## src/rtl/scaler_defs_pkg.sv

```systemverilog
// Shared scaler definitions: algorithm codes, zoom levels and per-algorithm
// zoom limits, used by the front panel, the scaler core and the display stage.
package scaler_defs;

  localparam logic [1:0] ALG_NN   = 2'd0;
  localparam logic [1:0] ALG_REPL = 2'd1;
  localparam logic [1:0] ALG_DEC  = 2'd2;
  localparam logic [1:0] ALG_AVG  = 2'd3;

  localparam logic [2:0] ZOOM_QUARTER = 3'd0;
  localparam logic [2:0] ZOOM_HALF    = 3'd1;
  localparam logic [2:0] ZOOM_1X      = 3'd2;
  localparam logic [2:0] ZOOM_2X      = 3'd3;
  localparam logic [2:0] ZOOM_4X      = 3'd4;

  localparam logic [2:0] ZOOM_MIN_UPSCALE   = ZOOM_1X;
  localparam logic [2:0] ZOOM_MAX_UPSCALE   = ZOOM_4X;
  localparam logic [2:0] ZOOM_MIN_DOWNSCALE = ZOOM_QUARTER;
  localparam logic [2:0] ZOOM_MAX_DOWNSCALE = ZOOM_1X;

  typedef enum logic [1:0] {
    ST_IDLE = 2'd0,
    ST_PEND = 2'd1,
    ST_FIRE = 2'd2
  } ctrl_state_e;

  function automatic logic [2:0] zoom_min(input logic [1:0] alg);
    case (alg)
      ALG_NN, ALG_REPL: return ZOOM_MIN_UPSCALE;
      default:          return ZOOM_MIN_DOWNSCALE;
    endcase
  endfunction

  function automatic logic [2:0] zoom_max(input logic [1:0] alg);
    case (alg)
      ALG_NN, ALG_REPL: return ZOOM_MAX_UPSCALE;
      default:          return ZOOM_MAX_DOWNSCALE;
    endcase
  endfunction

endpackage

```

## src/rtl/input_debouncer.sv

```systemverilog
// Two-flop synchronizer followed by a whole-word debouncer: the word commits
// only after DEBOUNCE_CYCLES consecutive identical synchronized samples.
module input_debouncer #(
  parameter int               WIDTH           = 1,
  parameter int               DEBOUNCE_CYCLES = 1_000_000,
  parameter logic [WIDTH-1:0] RESET_VALUE     = '0
) (
  input  logic             clk,
  input  logic             reset,
  input  logic [WIDTH-1:0] raw,
  output logic [WIDTH-1:0] level,
  output logic             settled
);

  localparam int CW = $clog2(DEBOUNCE_CYCLES + 1);
  localparam logic [CW-1:0] CNT_DONE = CW'(DEBOUNCE_CYCLES);

  logic [WIDTH-1:0] sync1, sync2, sample;
  logic [CW-1:0]    count, run;

  // run = length of the current stable streak including this sample, saturating
  always_comb begin
    run = CW'(1);
    if (sync2 == sample) begin
      if (count == CNT_DONE) begin
        run = count;
      end else begin
        run = count + CW'(1);
      end
    end else begin
      run = CW'(1);
    end
  end

  always_ff @(posedge clk or negedge reset) begin
    if (!reset) begin
      sync1   <= RESET_VALUE;
      sync2   <= RESET_VALUE;
      sample  <= RESET_VALUE;
      level   <= RESET_VALUE;
      count   <= '0;
      settled <= 1'b0;
    end else begin
      sync1  <= raw;
      sync2  <= sync1;
      sample <= sync2;
      count  <= run;
      if (run == CNT_DONE) begin
        level   <= sync2;
        settled <= 1'b1;
      end
    end
  end

endmodule

```

## src/rtl/algorithm_zoom_selector.sv

```systemverilog
// Front-panel input stage: debounced switches/keys decoded into algorithm,
// zoom level, error flags and a one-cycle start handshake to the scaler core.
module algorithm_zoom_selector
  import scaler_defs::*;
#(
  parameter int DEBOUNCE_CYCLES = 1_000_000
) (
  input  logic       clk,
  input  logic       reset,
  input  logic [3:0] sw,
  input  logic       key_zoom_in_n,
  input  logic       key_zoom_out_n,
  input  logic       busy,
  output logic [1:0] algorithm_select,
  output logic [2:0] zoom_level,
  output logic       start,
  output logic       no_switch_selected_error,
  output logic       multiple_switches_error,
  output logic       invalid_zoom_error
);

  logic [3:0]  sw_level;
  logic        sw_settled;
  logic [1:0]  key_level, key_prev, press;
  logic        key_settled;
  logic        configured;
  logic        sw_zero, sw_one_hot, sw_none_err, sw_multi_err, sw_err;
  logic [1:0]  sw_idx;
  logic        alg_change, key_ok, zin, zout, zin_ok, zout_ok, zoom_reject, cfg_event;
  logic [2:0]  zoom_up, zoom_dn;
  ctrl_state_e state, state_next;

  input_debouncer #(.WIDTH(4), .DEBOUNCE_CYCLES(DEBOUNCE_CYCLES), .RESET_VALUE(4'b0000)) u_sw_db (
    .clk(clk), .reset(reset), .raw(sw), .level(sw_level), .settled(sw_settled)
  );

  input_debouncer #(.WIDTH(2), .DEBOUNCE_CYCLES(DEBOUNCE_CYCLES), .RESET_VALUE(2'b11)) u_key_db (
    .clk(clk), .reset(reset), .raw({key_zoom_out_n, key_zoom_in_n}),
    .level(key_level), .settled(key_settled)
  );

  assign sw_zero      = (sw_level == 4'b0000);
  assign sw_one_hot   = !sw_zero && ((sw_level & (sw_level - 4'd1)) == 4'b0000);
  assign sw_none_err  = sw_settled && sw_zero;
  assign sw_multi_err = sw_settled && !sw_zero && !sw_one_hot;
  assign sw_err       = sw_none_err || sw_multi_err;

  always_comb begin
    sw_idx = ALG_NN;
    case (sw_level)
      4'b0010: sw_idx = ALG_REPL;
      4'b0100: sw_idx = ALG_DEC;
      4'b1000: sw_idx = ALG_AVG;
      default: sw_idx = ALG_NN;
    endcase
  end

  // The first valid selection after reset counts as a change so the core gets a start.
  assign alg_change  = sw_settled && sw_one_hot && (!configured || (sw_idx != algorithm_select));
  assign press       = key_settled ? (key_prev & ~key_level) : 2'b00;
  assign key_ok      = sw_settled && sw_one_hot && !alg_change && !busy;
  assign zin         = key_ok && (press == 2'b01);
  assign zout        = key_ok && (press == 2'b10);
  assign zoom_up     = zoom_level + 3'd1;
  assign zoom_dn     = zoom_level - 3'd1;
  assign zin_ok      = zin && (zoom_up <= zoom_max(algorithm_select));
  assign zout_ok     = zout && (zoom_level > zoom_min(algorithm_select));
  assign zoom_reject = (zin && !zin_ok) || (zout && !zout_ok);
  assign cfg_event   = alg_change || zin_ok || zout_ok;

  always_ff @(posedge clk or negedge reset) begin
    if (!reset) begin
      state <= ST_IDLE;
    end else begin
      state <= state_next;
    end
  end

  always_comb begin
    state_next = ST_IDLE;
    if (cfg_event) begin
      state_next = busy ? ST_PEND : ST_FIRE;
    end else begin
      case (state)
        ST_PEND: begin
          if (sw_err) begin
            state_next = ST_IDLE;
          end else begin
            state_next = busy ? ST_PEND : ST_FIRE;
          end
        end
        default: state_next = ST_IDLE;
      endcase
    end
  end

  always_comb begin
    start = 1'b0;
    if (state == ST_FIRE) begin
      start = 1'b1;
    end else begin
      start = 1'b0;
    end
  end

  always_ff @(posedge clk or negedge reset) begin
    if (!reset) begin
      algorithm_select         <= ALG_NN;
      zoom_level               <= ZOOM_1X;
      invalid_zoom_error       <= 1'b0;
      no_switch_selected_error <= 1'b0;
      multiple_switches_error  <= 1'b0;
      configured               <= 1'b0;
      key_prev                 <= 2'b11;
    end else begin
      key_prev                 <= key_level;
      no_switch_selected_error <= sw_none_err;
      multiple_switches_error  <= sw_multi_err;
      if (alg_change) begin
        algorithm_select   <= sw_idx;
        zoom_level         <= ZOOM_1X;
        invalid_zoom_error <= 1'b0;
        configured         <= 1'b1;
      end else if (sw_err) begin
        invalid_zoom_error <= 1'b0;
      end else if (zin_ok) begin
        zoom_level         <= zoom_up;
        invalid_zoom_error <= 1'b0;
      end else if (zout_ok) begin
        zoom_level         <= zoom_dn;
        invalid_zoom_error <= 1'b0;
      end else if (zoom_reject) begin
        invalid_zoom_error <= 1'b1;
      end
    end
  end

endmodule

```

## config.mk

```make
export PLATFORM = sky130hd
export DESIGN_NAME = algorithm_zoom_selector
export DESIGN_NICKNAME = d
export VERILOG_FILES = /design/src/rtl/scaler_defs_pkg.sv /design/src/rtl/input_debouncer.sv /design/src/rtl/algorithm_zoom_selector.sv
export SDC_FILE = /design/constraint.sdc
export NUM_CORES = 1
export LEC_CHECK = 0
export ABC_AREA = 1
export ABC_CLOCK_PERIOD_IN_PS = 1900
export CAP_MARGIN = 25
export CORE_ASPECT_RATIO = 0.6
export CORE_MARGIN = 4
export CORE_UTILIZATION = 55
export CTS_CLUSTER_SIZE = 28
export DETAILED_ROUTE_END_ITERATION = 12
export DONT_BUFFER_PORTS = 1
export GPL_ROUTABILITY_DRIVEN = 0
export HOLD_SLACK_MARGIN = 0.06
export PLACE_DENSITY = 0.84
export SYNTH_ARGS = -nofsm -noshare
export SYNTH_HDL_FRONTEND = slang
export SYNTH_SLANG_ARGS = --single-unit
```

## constraint.sdc

```tcl
create_clock -name clk -period 1.9 [get_ports clk]
set_input_delay 0.475 -clock clk [delete_from_list [all_inputs] [get_ports clk]]
set_output_delay 0.475 -clock clk [all_outputs]
set_load 0.005 [all_outputs]
```

==> impl_metrics.csv <==
group,metric,value,unit
clock_network,clkLatencyLatePin,0.35,ns
clock_network,cts_root_buffer,"clkbuf_16",
critical_path,critPathSlowestCell,"dfstp_2",
finish,fillers,475,
critical_path,crit_required,2.13,ns
timing,fin_tns_setup,-2.77,ns
die,num_rows,25,
global_route,grt_pass1_wl,21.0,mm
placement,dp_hpwl,8.06,mm
pwr,ir_drop,416,uV
die,coreArea,8010,um^2
global_route,grt_max_degree,80,
clock_network,clk_path_buf_depth,2,
placement,preCtsSetupSlack,-0.164,ns
critical_path,start_kind,"register",
die,initial_core_util,57.5,%
timing,timing.hold.ws,-0.183,ns
pwr,total_power,3.75,mW
route,via_per_inst,6.02,
pwr,power_leakage,2.81,nW
finish,fin_nets,693,
route,vias,4743,
finish,layout-drive-gt1-share,38.2,%
global_route,antenna_found_initial,0,
global_route,grt_use_total,26.6,%
clock_network,clk_pin_slew,0.07,ns
timing,fin_crit,2.25,ns
logic_synthesis,syn_inst,602,
clock_network,clock_sinks,79,
critical_path,cp.arrival,2.47,ns
global_route,grt_pass1_vias,4288,
route,drt_first_pass_iters,5,
logic_synthesis,synthesis.area,4610,um^2
timing,skew,0.0130,ns
clock_network,htreeDepth,3,
timing,max_clock_freq,445,MHz
clock_network,cts_buffers,9,
job,drv_cap,0,
finish,syn_to_final_growth,32.8,%
route,finalWirelength,15.2,mm
die,boundaryPins,18,
finish,design_area,6120,um^2
route,ant_nets,0,
timing,setup_ws,-0.347,ns
clock_network,cts_tree,"done",
placement,io_buffers,0,
die,die_height,78.9,um
finish,final_cell_mix,"nand2_1, inv_1, buf_4",
logic_synthesis,ys_ff_latch,79,
logic_synthesis,async_flop_share,100,%
die,fp.dieW,126,um
critical_path,path_class,"register to register",
critical_path,crit_fanout,7,
logic_synthesis,synth-edff-count,0,
critical_path,max_stage_delay,0.60,ns
timing,grt_setup_unrepaired,"yes",
route,drc,0,
finish,antenna_cells,0,
critical_path,worstPathCellList,"ha_4 -> xnor2_2 -> inv_2 -> ha_4 -> inv_4 -> nor2_4 -> o21ai_4 -> nand4_4 -> nand2_2 -> o21ai_2 -> nand3_1 -> nand2_2",
finish,final_common_cell,"nand2_1",
placement,dp.cells,733,
logic_synthesis,synthFlopType,"dfrtp_1",
timing,drv_slew,0,
outcome,violations,"negative hold slack, negative setup slack",
outcome,outcome,"complete, but fails checks",
timing,finalHoldViolCount,68,
critical_path,endpoint_kind,"register",
logic_synthesis,synth_nets,620,
pwr,power.density,613,nW/um^2
timing,period_share,118,%
global_route,grt-ovfl-total,0,
route,avgRoutedWirePerCell,19.2,um
logic_synthesis,synthDistinctLibCells,40,
timing,tightestPinTransition,0.477,ns
die,dieArea,9950,um^2
timing,setup_viol,13,
logic_synthesis,yosysWarnings,0,
placement,placed_cell_area,4960,um^2
route,drt_iter0_drc,653,
timing,relSlewSlack,68.1,%
hold_path,hp-class,"input pin to async pin",
logic_synthesis,ys_seq_area_share,43.2,%
logic_synthesis,avgSynthCellArea,7.65,um^2
finish,fin_cells,788,
-- cell type report --
type	count	area, um^2	area share, %
tap	108	135	2.21
multi-input combinational	416	2740	44.7
clock inverter	7	72.6	1.19
inverter	103	399	6.52
timing repair buffer	66	539	8.81
sequential	79	2010	32.9
clock buffer	9	225	3.68
-- routing by layer --
metal | part of all wire, % | vias up | global-route usage, %
met3 | 11 | 106 | 8.40
met1 | 37 | 2231 | 32.5
met2 | 46 | 365 | 43.6
met4 | 6.4 | 0 | 11.9
met5 | 0 | - | 0
li1 | - | 2041 | -
-- final timing paths --
kind	start	endpoint	slack [ns]	depth (start not counted)
setup reg to reg	zoom_level[1]	zoom_level[2]	-0.35	12
min in group clk	key_zoom_in_n	u_key_db.sync1[0]	0.12	0
hold reg to reg	u_key_db.sync1[1]	u_key_db.sync2[1]	0.36	0
setup / recovery	zoom_level[1]	zoom_level[2]	-0.35	12
max in group asynchronous	reset	key_prev[0]	1.84	0
hold / removal	reset	u_sw_db.sample[1]	-0.18	0
-- per-stage QoR --
step / hold slack (ns) / utilization, %
global placement: 0.182 / 61.9
finish: -0.183 / 76.4
detailed placement: 0.182 / 61.9
CTS: -0.176 / 69.7
global route: -0.193 / 76.4
floorplan: 0.179 / -
-- cell usage after synthesis, types with 2 or more instances --
cell type | count | area [um^2]
nand2_1 | 146 | 548
inv_1 | 94 | 353
nor2_1 | 77 | 289
dfrtp_1 | 68 | 1700
nand3_1 | 56 | 280
nand4_1 | 27 | 169
nor2_2 | 16 | 100
a21oi_1 | 11 | 55.1
dfstp_2 | 11 | 289
ha_1 | 9 | 113
nor2_4 | 9 | 101
xor2_1 | 8 | 70.1
inv_2 | 7 | 26.3
nand2_2 | 7 | 43.8
nand3_2 | 7 | 70.1
o21ai_0 | 6 | 30.0
xnor2_1 | 6 | 52.6
nand3b_1 | 5 | 37.5
o21bai_1 | 4 | 30.0
o21ai_1 | 3 | 15.0
buf_2 | 2 | 10.0
nand2_4 | 2 | 22.5
nand3_4 | 2 | 35.0
nand4_2 | 2 | 25.0
nor3_1 | 2 | 10.0
-- where the power goes --
group | internal, mW | total, mW | leakage, nW | switching [mW]
sequential | 1.72 | 1.75 | 1.00 | 0.0303
combinational | 0.108 | 0.228 | 1.67 | 0.120
clock | 1.02 | 1.77 | 0.143 | 0.754
total | 2.85 | 3.75 | 2.81 | 0.904
-- timing repair --
item,in CTS,in global routing
endpoints found under the setup margin,14,14
hold endpoints to repair,79,79
pin swaps,30,40
gates resized for setup,50,100
buffers inserted,14,25
-- cells by family after synthesis --
logic type / synth area share [%]
adders and majority gates: 2.44
and+or+nand+nor: 39.2
buffers and inverters: 8.88
AOI/OAI and AO/OA: 3.58
DFF: 43.2
xor gates and xnor gates: 2.66
-- state kept, by name, summed over array words and instances (netlist names), 2 cells and up --
register,count
u_key_db.count,20
u_sw_db.count,20
u_sw_db.level,4
u_sw_db.sample,4
u_sw_db.sync1,4
u_sw_db.sync2,4
zoom_level,3
algorithm_select,2
key_prev,2
state,2
u_key_db.level,2
u_key_db.sample,2
u_key_db.sync1,2
u_key_db.sync2,2
-- worst max-delay path, delay by kind of cell (launching register included) --
kind                     cells  cell delay (ns)
AO/OA/AOI/OAI                2             0.25
adder cells (fa/ha/maj)      2             0.43
AND/OR/NAND/NOR              5             0.60
buffers and inverters        2             0.13
XOR/XNOR                     1             0.12
flip-flops                   1             0.60
Note: power is estimated with default switching activity, not from simulation.
